[src/rtl/kd_poly_io.sv]
// Host coefficient streaming port for the four-bank NTT memory: loads a polynomial from a
// valid/ready stream and unloads it back. Define KD_IO_BITREV_EN to bit-reverse stream indices.
module kd_poly_io #(
  parameter int unsigned N      = 256,
  parameter int unsigned DATA_W = 12,
  parameter int unsigned ADDR_W = 7
) (
  input  logic              clk,
  input  logic              rst,
  input  logic              start,
  input  logic              dir,
  output logic              busy,
  output logic              done,
  input  logic              s_valid,
  output logic              s_ready,
  input  logic [DATA_W-1:0] s_data,
  output logic              m_valid,
  input  logic              m_ready,
  output logic [DATA_W-1:0] m_data,
  output logic [3:0]        bank_wen,
  output logic [ADDR_W-1:0] bank_waddr,
  output logic [DATA_W-1:0] bank_wdata,
  output logic              bank_ren,
  output logic [ADDR_W-1:0] bank_raddr,
  output logic [1:0]        bank_rsel,
  input  logic [DATA_W-1:0] bank_q0,
  input  logic [DATA_W-1:0] bank_q1,
  input  logic [DATA_W-1:0] bank_q2,
  input  logic [DATA_W-1:0] bank_q3
);

  localparam int unsigned LogN = $clog2(N);
  localparam int unsigned IdxW = LogN + 1;
  localparam logic [IdxW-1:0] NIdx    = IdxW'(N);
  localparam logic [IdxW-1:0] LastIdx = IdxW'(N - 1);

  typedef enum logic [2:0] {StIdle, StLoad, StUnload, StDrain, StDone} state_e;

  state_e            state_q, state_d;
  logic [IdxW-1:0]   idx_q, idx_d, idx_inc;
  logic [1:0]        fifo_count_q, fifo_count_d;
  logic [1:0]        wr_ptr_q, wr_ptr_d;
  logic [1:0]        rd_ptr_q, rd_ptr_d;
  logic [DATA_W-1:0] fifo_q [3];
  logic              inflight_q;
  logic [1:0]        rsel_q;

  logic [8:0]        coef;
  logic [1:0]        cur_bank;
  logic [ADDR_W-1:0] cur_addr;
  logic              hs, ren, push, pop;
  logic [DATA_W-1:0] rd_data;

  // Stream index to coefficient index; bits above LogN stay zero.
  function automatic logic [8:0] coef_of(logic [IdxW-1:0] s);
    logic [8:0] c;
    c = '0;
    for (int unsigned i = 0; i < LogN; i++) begin
`ifdef KD_IO_BITREV_EN
      c[i] = s[LogN-1-i];
`else
      c[i] = s[i];
`endif
    end
    return c;
  endfunction

  // Digit-sum mapping shared with the butterfly datapath; 2-bit sum wraps mod 4.
  function automatic logic [1:0] bank_of(logic [8:0] c);
    return c[1:0] + c[3:2] + c[5:4] + c[7:6] + {1'b0, c[8]};
  endfunction

  assign coef     = coef_of(idx_q);
  assign cur_bank = bank_of(coef);
  assign cur_addr = ADDR_W'(coef >> 2);
  assign idx_inc  = (idx_q == NIdx) ? idx_q : idx_q + 1'b1;

  assign hs   = (state_q == StLoad) && s_valid;
  assign push = inflight_q;
  assign pop  = m_valid && m_ready;
  // Registered count plus in-flight read bounds occupancy so the FIFO cannot overflow.
  assign ren  = (state_q == StUnload) && (idx_q < NIdx) &&
                (({1'b0, fifo_count_q} + {2'b00, inflight_q}) < 3'd3);

  always_comb begin
    state_d = state_q;
    idx_d   = idx_q;
    unique case (state_q)
      StIdle: begin
        if (start) begin
          idx_d   = '0;
          state_d = dir ? StUnload : StLoad;
        end
      end
      StLoad: begin
        if (hs) begin
          idx_d = idx_inc;
          if (idx_q == LastIdx) state_d = StDone;
        end
      end
      StUnload: begin
        if (ren) begin
          idx_d = idx_inc;
          if (idx_q == LastIdx) state_d = StDrain;
        end
      end
      StDrain: begin
        // Leave as the last entry pops so done lands one cycle after it.
        if (!inflight_q && (fifo_count_q == 2'd0 || (fifo_count_q == 2'd1 && pop))) begin
          state_d = StDone;
        end
      end
      StDone:  state_d = StIdle;
      default: state_d = StIdle;
    endcase
  end

  always_comb begin
    fifo_count_d = fifo_count_q;
    wr_ptr_d     = wr_ptr_q;
    rd_ptr_d     = rd_ptr_q;
    if (push) wr_ptr_d = (wr_ptr_q == 2'd2) ? 2'd0 : wr_ptr_q + 2'd1;
    if (pop)  rd_ptr_d = (rd_ptr_q == 2'd2) ? 2'd0 : rd_ptr_q + 2'd1;
    case ({push, pop})
      2'b10:   fifo_count_d = fifo_count_q + 2'd1;
      2'b01:   fifo_count_d = fifo_count_q - 2'd1;
      default: fifo_count_d = fifo_count_q;
    endcase
  end

  always_comb begin
    rd_data = bank_q0;
    unique case (rsel_q)
      2'd0: rd_data = bank_q0;
      2'd1: rd_data = bank_q1;
      2'd2: rd_data = bank_q2;
      2'd3: rd_data = bank_q3;
      default: rd_data = bank_q0;
    endcase
  end

  always_ff @(posedge clk or negedge rst) begin
    if (!rst) begin
      state_q      <= StIdle;
      idx_q        <= '0;
      fifo_count_q <= '0;
      wr_ptr_q     <= '0;
      rd_ptr_q     <= '0;
      inflight_q   <= 1'b0;
      rsel_q       <= '0;
      for (int i = 0; i < 3; i++) fifo_q[i] <= '0;
    end else begin
      state_q      <= state_d;
      idx_q        <= idx_d;
      fifo_count_q <= fifo_count_d;
      wr_ptr_q     <= wr_ptr_d;
      rd_ptr_q     <= rd_ptr_d;
      inflight_q   <= ren;
      if (ren)  rsel_q <= cur_bank;
      if (push) fifo_q[wr_ptr_q] <= rd_data;
    end
  end

  assign busy       = (state_q != StIdle);
  assign done       = (state_q == StDone);
  assign s_ready    = (state_q == StLoad);
  assign m_valid    = (fifo_count_q != 2'd0);
  assign m_data     = fifo_q[rd_ptr_q];
  assign bank_wen   = hs ? (4'b0001 << cur_bank) : 4'b0000;
  assign bank_waddr = hs ? cur_addr : '0;
  assign bank_wdata = hs ? s_data : '0;
  assign bank_ren   = ren;
  assign bank_raddr = ren ? cur_addr : '0;
  assign bank_rsel  = ren ? cur_bank : 2'd0;

endmodule

[config.mk]
export PLATFORM = sky130hd
export DESIGN_NAME = kd_poly_io
export DESIGN_NICKNAME = d
export VERILOG_FILES = /design/src/rtl/kd_poly_io.sv
export SDC_FILE = /design/constraint.sdc
export NUM_CORES = 1
export LEC_CHECK = 0
export BUFFER_PORTS_ARGS = -buffer_cell sky130_fd_sc_hd__clkbuf_2
export CAP_MARGIN = 10
export CORE_ASPECT_RATIO = 1.4
export CORE_MARGIN = 2
export CORE_UTILIZATION = 45
export DETAILED_ROUTE_END_ITERATION = 10
export HOLD_SLACK_MARGIN = 0.12
export PLACE_DENSITY = 0.73
export REMOVE_ABC_BUFFERS = 1
export SYNTH_ARGS = -nofsm -noshare
export SYNTH_HDL_FRONTEND = slang
export SYNTH_SLANG_ARGS = --single-unit
[constraint.sdc]
create_clock -name clk -period 2.6 [get_ports clk]
set_clock_uncertainty 0.15 [all_clocks]
set_input_delay 0.13 -clock clk [delete_from_list [all_inputs] [get_ports clk]]
set_output_delay 0.13 -clock clk [all_outputs]
set_load 0.05 [all_outputs]
==> impl_metrics.tcl <==
set metrics [dict create \
    arrival_ns 2.41 \
    die_h_um 106.2 \
    finalHoldViolCount 0 \
    std_cell_rows 37 \
    relSlewSlack 0.4302 \
    wl_per_cell_um 15.93 \
    vdd_drop_max_mv 0.7475 \
    async_reset_ff_frac 1.000 \
    cts-buffers-inserted 9 \
    rsz0062_at_grt "yes" \
    crit_chain "fa_1, ha_2, xnor2_2, xnor2_2, xnor2_2, nor3b_4, buf_8" \
    avgSynthCellArea_um2 10.90 \
    drtIter0Drc 181 \
    gp_congestion 0.8350 \
    grt_pass1_wl_um 13860 \
    end_kind "output pin" \
    antennaDiodeCount 0 \
    clk_pin_slew_ns 0.06 \
    worst_slack_ns -0.09427 \
    die_w_um 77.00 \
    grtUsageTotal 0.2144 \
    tns_ns -0.2781 \
    crit_family "adder cells" \
    synth_cell_types 42 \
    antenna_found_initial 0 \
    dp_hpwl_um 5843 \
    power_leakage_nw 2.259 \
    ys.warnings.count 0 \
    top_usage_layer "met2" \
    maxSlewViolCount 0 \
    clock_sinks 57 \
    worstSetupStartpointType "register" \
    fmax_mhz 371.2 \
    slowest_delay_ns 0.51 \
    fin_crit_ns 2.694 \
    max_slew.worst_pin.slew_ns 0.8547 \
    critPathMaxFanout 5 \
    crit_path_frequent_cell "xnor2_2" \
    path_class "register to output pin" \
    outcome "complete, but fails checks" \
    use_met2 0.3904 \
    syn_area_um2 3357 \
    final_antenna_net_count 0 \
    dp.cells 511 \
    clk_latency_ns 0.33 \
    die-area_um2 8176 \
    syn_inst 308 \
    grt_max_degree 58 \
    cts_tree "yes" \
    area_delta_synth_final_pct 39.58 \
    met1_usage 0.2494 \
    synth_edf_count 0 \
    cts_root_buf "clkbuf_8" \
    yosys_register_bits 57 \
    grt_pass1_vias 2958 \
    first_pass_iters 4 \
    drv_cap 0 \
    slowest_stage "fa_1" \
    core_um2 7315 \
    clk_path_buf_depth 2 \
    violations "negative setup slack" \
    port_buffers 112 \
    nets 523 \
    finalPower_mw 5.777 \
    dpl_worst_slack_ns 0.09158 \
    drc 0 \
    gr-usage-met3 0.03905 \
    vias_per_cell 5.406 \
    fin_cells 547 \
    pin_count 115 \
    htreeDepth 3 \
    start_util 0.4589 \
    hold_class "input pin to register" \
    finalCritPeriodShare 1.036 \
    required_ns 2.32 \
    vias 2957 \
    drive_gt1_frac 0.4822 \
    wl_um 8711 \
    synthFlopType "dfrtp_1" \
    setup_viol 6 \
    powerDensity_nw_per_um2 1233 \
    overflow 0 \
    crit_buf_inv 1 \
    ys_seq_area_frac 0.4249 \
]
[power breakdown]
group          internal (mW)  switching [mW]
combinational           1.34            2.00
sequential              1.28           0.319
clock                  0.510           0.329
total                   3.13            2.65
[worst min-delay path: stages]
cell      delay [ns]
clkbuf_2        0.07
mux4_2          0.24
mux2_2          0.14
[layout by cell type (no fill, tap or decap), types with 2 or more instances in the layout]
cell / Yosys / final
clkbuf_2: 0 / 100
dfrtp_1: 57 / 57
mux2_2: 31 / 31
nand2_1: 28 / 27
buf_4: 3 / 23
and3_1: 18 / 18
o21ai_0: 17 / 17
inv_1: 13 / 13
clkbuf_8: 0 / 13
mux2i_1: 12 / 12
mux4_2: 12 / 12
dlygate4sd3_1: 0 / 11
buf_8: 0 / 9
nor2_1: 8 / 7
a21oi_1: 7 / 7
mux2_1: 7 / 7
ha_1: 9 / 6
and2_4: 0 / 5
nand3_1: 5 / 5
or4_1: 5 / 5
o31ai_1: 5 / 5
a21o_1: 5 / 5
xnor2_1: 7 / 4
nor3_1: 7 / 4
and2_1: 8 / 3
xnor2_2: 0 / 3
o211ai_1: 3 / 3
or3_1: 3 / 3
buf_6: 1 / 3
nor3_2: 0 / 2
inv_2: 2 / 2
o21ai_1: 2 / 2
ha_2: 0 / 2
conb_1: 1 / 2
[layout make-up]
class / instances / area [um2]
Clock buffer: 12 / 165.2
Timing Repair Buffer: 148 / 985.9
Inverter: 15 / 56.30
Multi-Input combinational cell: 216 / 1893
Sequential cell: 57 / 1426
Fill cell: 597 / 2629
Tap cell: 97 / 121.4
Clock inverter: 2 / 37.54
[final timing paths]
kind / startpoint / end / slack (ns) / depth (start not counted)
max: idx_q[0] / bank_wen[0] / -0.09 / 7
min: bank_q0[0] / fifo_q[0] / 0.13 / 3
max reg2reg: fifo_count_q[0] / rsel_q[0] / 0.12 / 9
min reg2reg: fifo_q[11] / fifo_q[11] / 0.34 / 1
max in group asynchronous: rst / idx_q[2] / 1.50 / 3
min in group asynchronous: rst / fifo_q[10] / 0.32 / 3
[sequential cells by signal, indices dropped and copies added, names as in the netlist]
name and cells:
wr_ptr_q 2, fifo_q 36, inflight_q 1, rsel_q 2
rd_ptr_q 2, idx_q 9, state_q 3, fifo_count_q 2
[synth_stat cells (all sizes together) (2+ instances only)]
cell | count | area share
clkbuf | 14 | 0.016
a21oi | 7 | 0.010
a211oi | 2 | 0.0045
o211ai | 3 | 0.0067
nand3 | 5 | 0.0075
xnor2 | 7 | 0.018
a21o | 5 | 0.011
nor3 | 7 | 0.010
or4 | 5 | 0.011
inv | 15 | 0.017
or3 | 3 | 0.0056
o21ai | 19 | 0.028
ha | 9 | 0.034
mux2i | 12 | 0.036
dfrtp | 57 | 0.42
mux2 | 38 | 0.13
nor2 | 8 | 0.0089
buf | 7 | 0.014
nor2b | 2 | 0.0037
mux4 | 12 | 0.081
o31ai | 5 | 0.011
nand2 | 28 | 0.031
and3 | 18 | 0.034
and2 | 8 | 0.015
[routing by layer]
metal  wire [um]  vias to the layer above
met1        3335                     1446
met4         125                        0
met3         524                       15
li1            -                     1383
met5           0                        -
met2        4726                      113
[kinds of logic (layout without fill, tap and decap cells)]
family                   after synthesis  after routing  share of synthesized area
adder cells (fa/ha/maj)               10             10                    0.03951
flip-flops                            57             57                     0.4249
buffers and inverters                 36            177                    0.04659
AO/OA/AOI/OAI                         44             44                    0.08013
AND/OR/NAND/NOR                       90             90                     0.1409
multiplexers                          62             62                     0.2438
XOR/XNOR                               8              8                    0.02311
other                                  1              2                   0.001117
[metrics by stage]
step	area (um2)	util	hold slack, ns
after floorplan	3261	-	-0.3156
after global placement	4068	0.5561	0.1553
after detailed placement	4068	0.5561	0.1647
after global routing	4686	0.6406	0.1441
after CTS	4521	0.6180	0.1221
final	4686	0.6406	0.1325
[what timing repair did]
| item | in CTS | in global routing |
|---|---|---|
| buffers inserted | 4 | 6 |
| gates resized for setup | 26 | 32 |
| cloned | 0 | 1 |
| hold endpoints to repair | 69 | 0 |
| endpoints found under the setup margin | 11 | 11 |
| hold buffers | 11 | 0 |
| pin swaps | 4 | 8 |
Power figures use the tool's default switching activity.
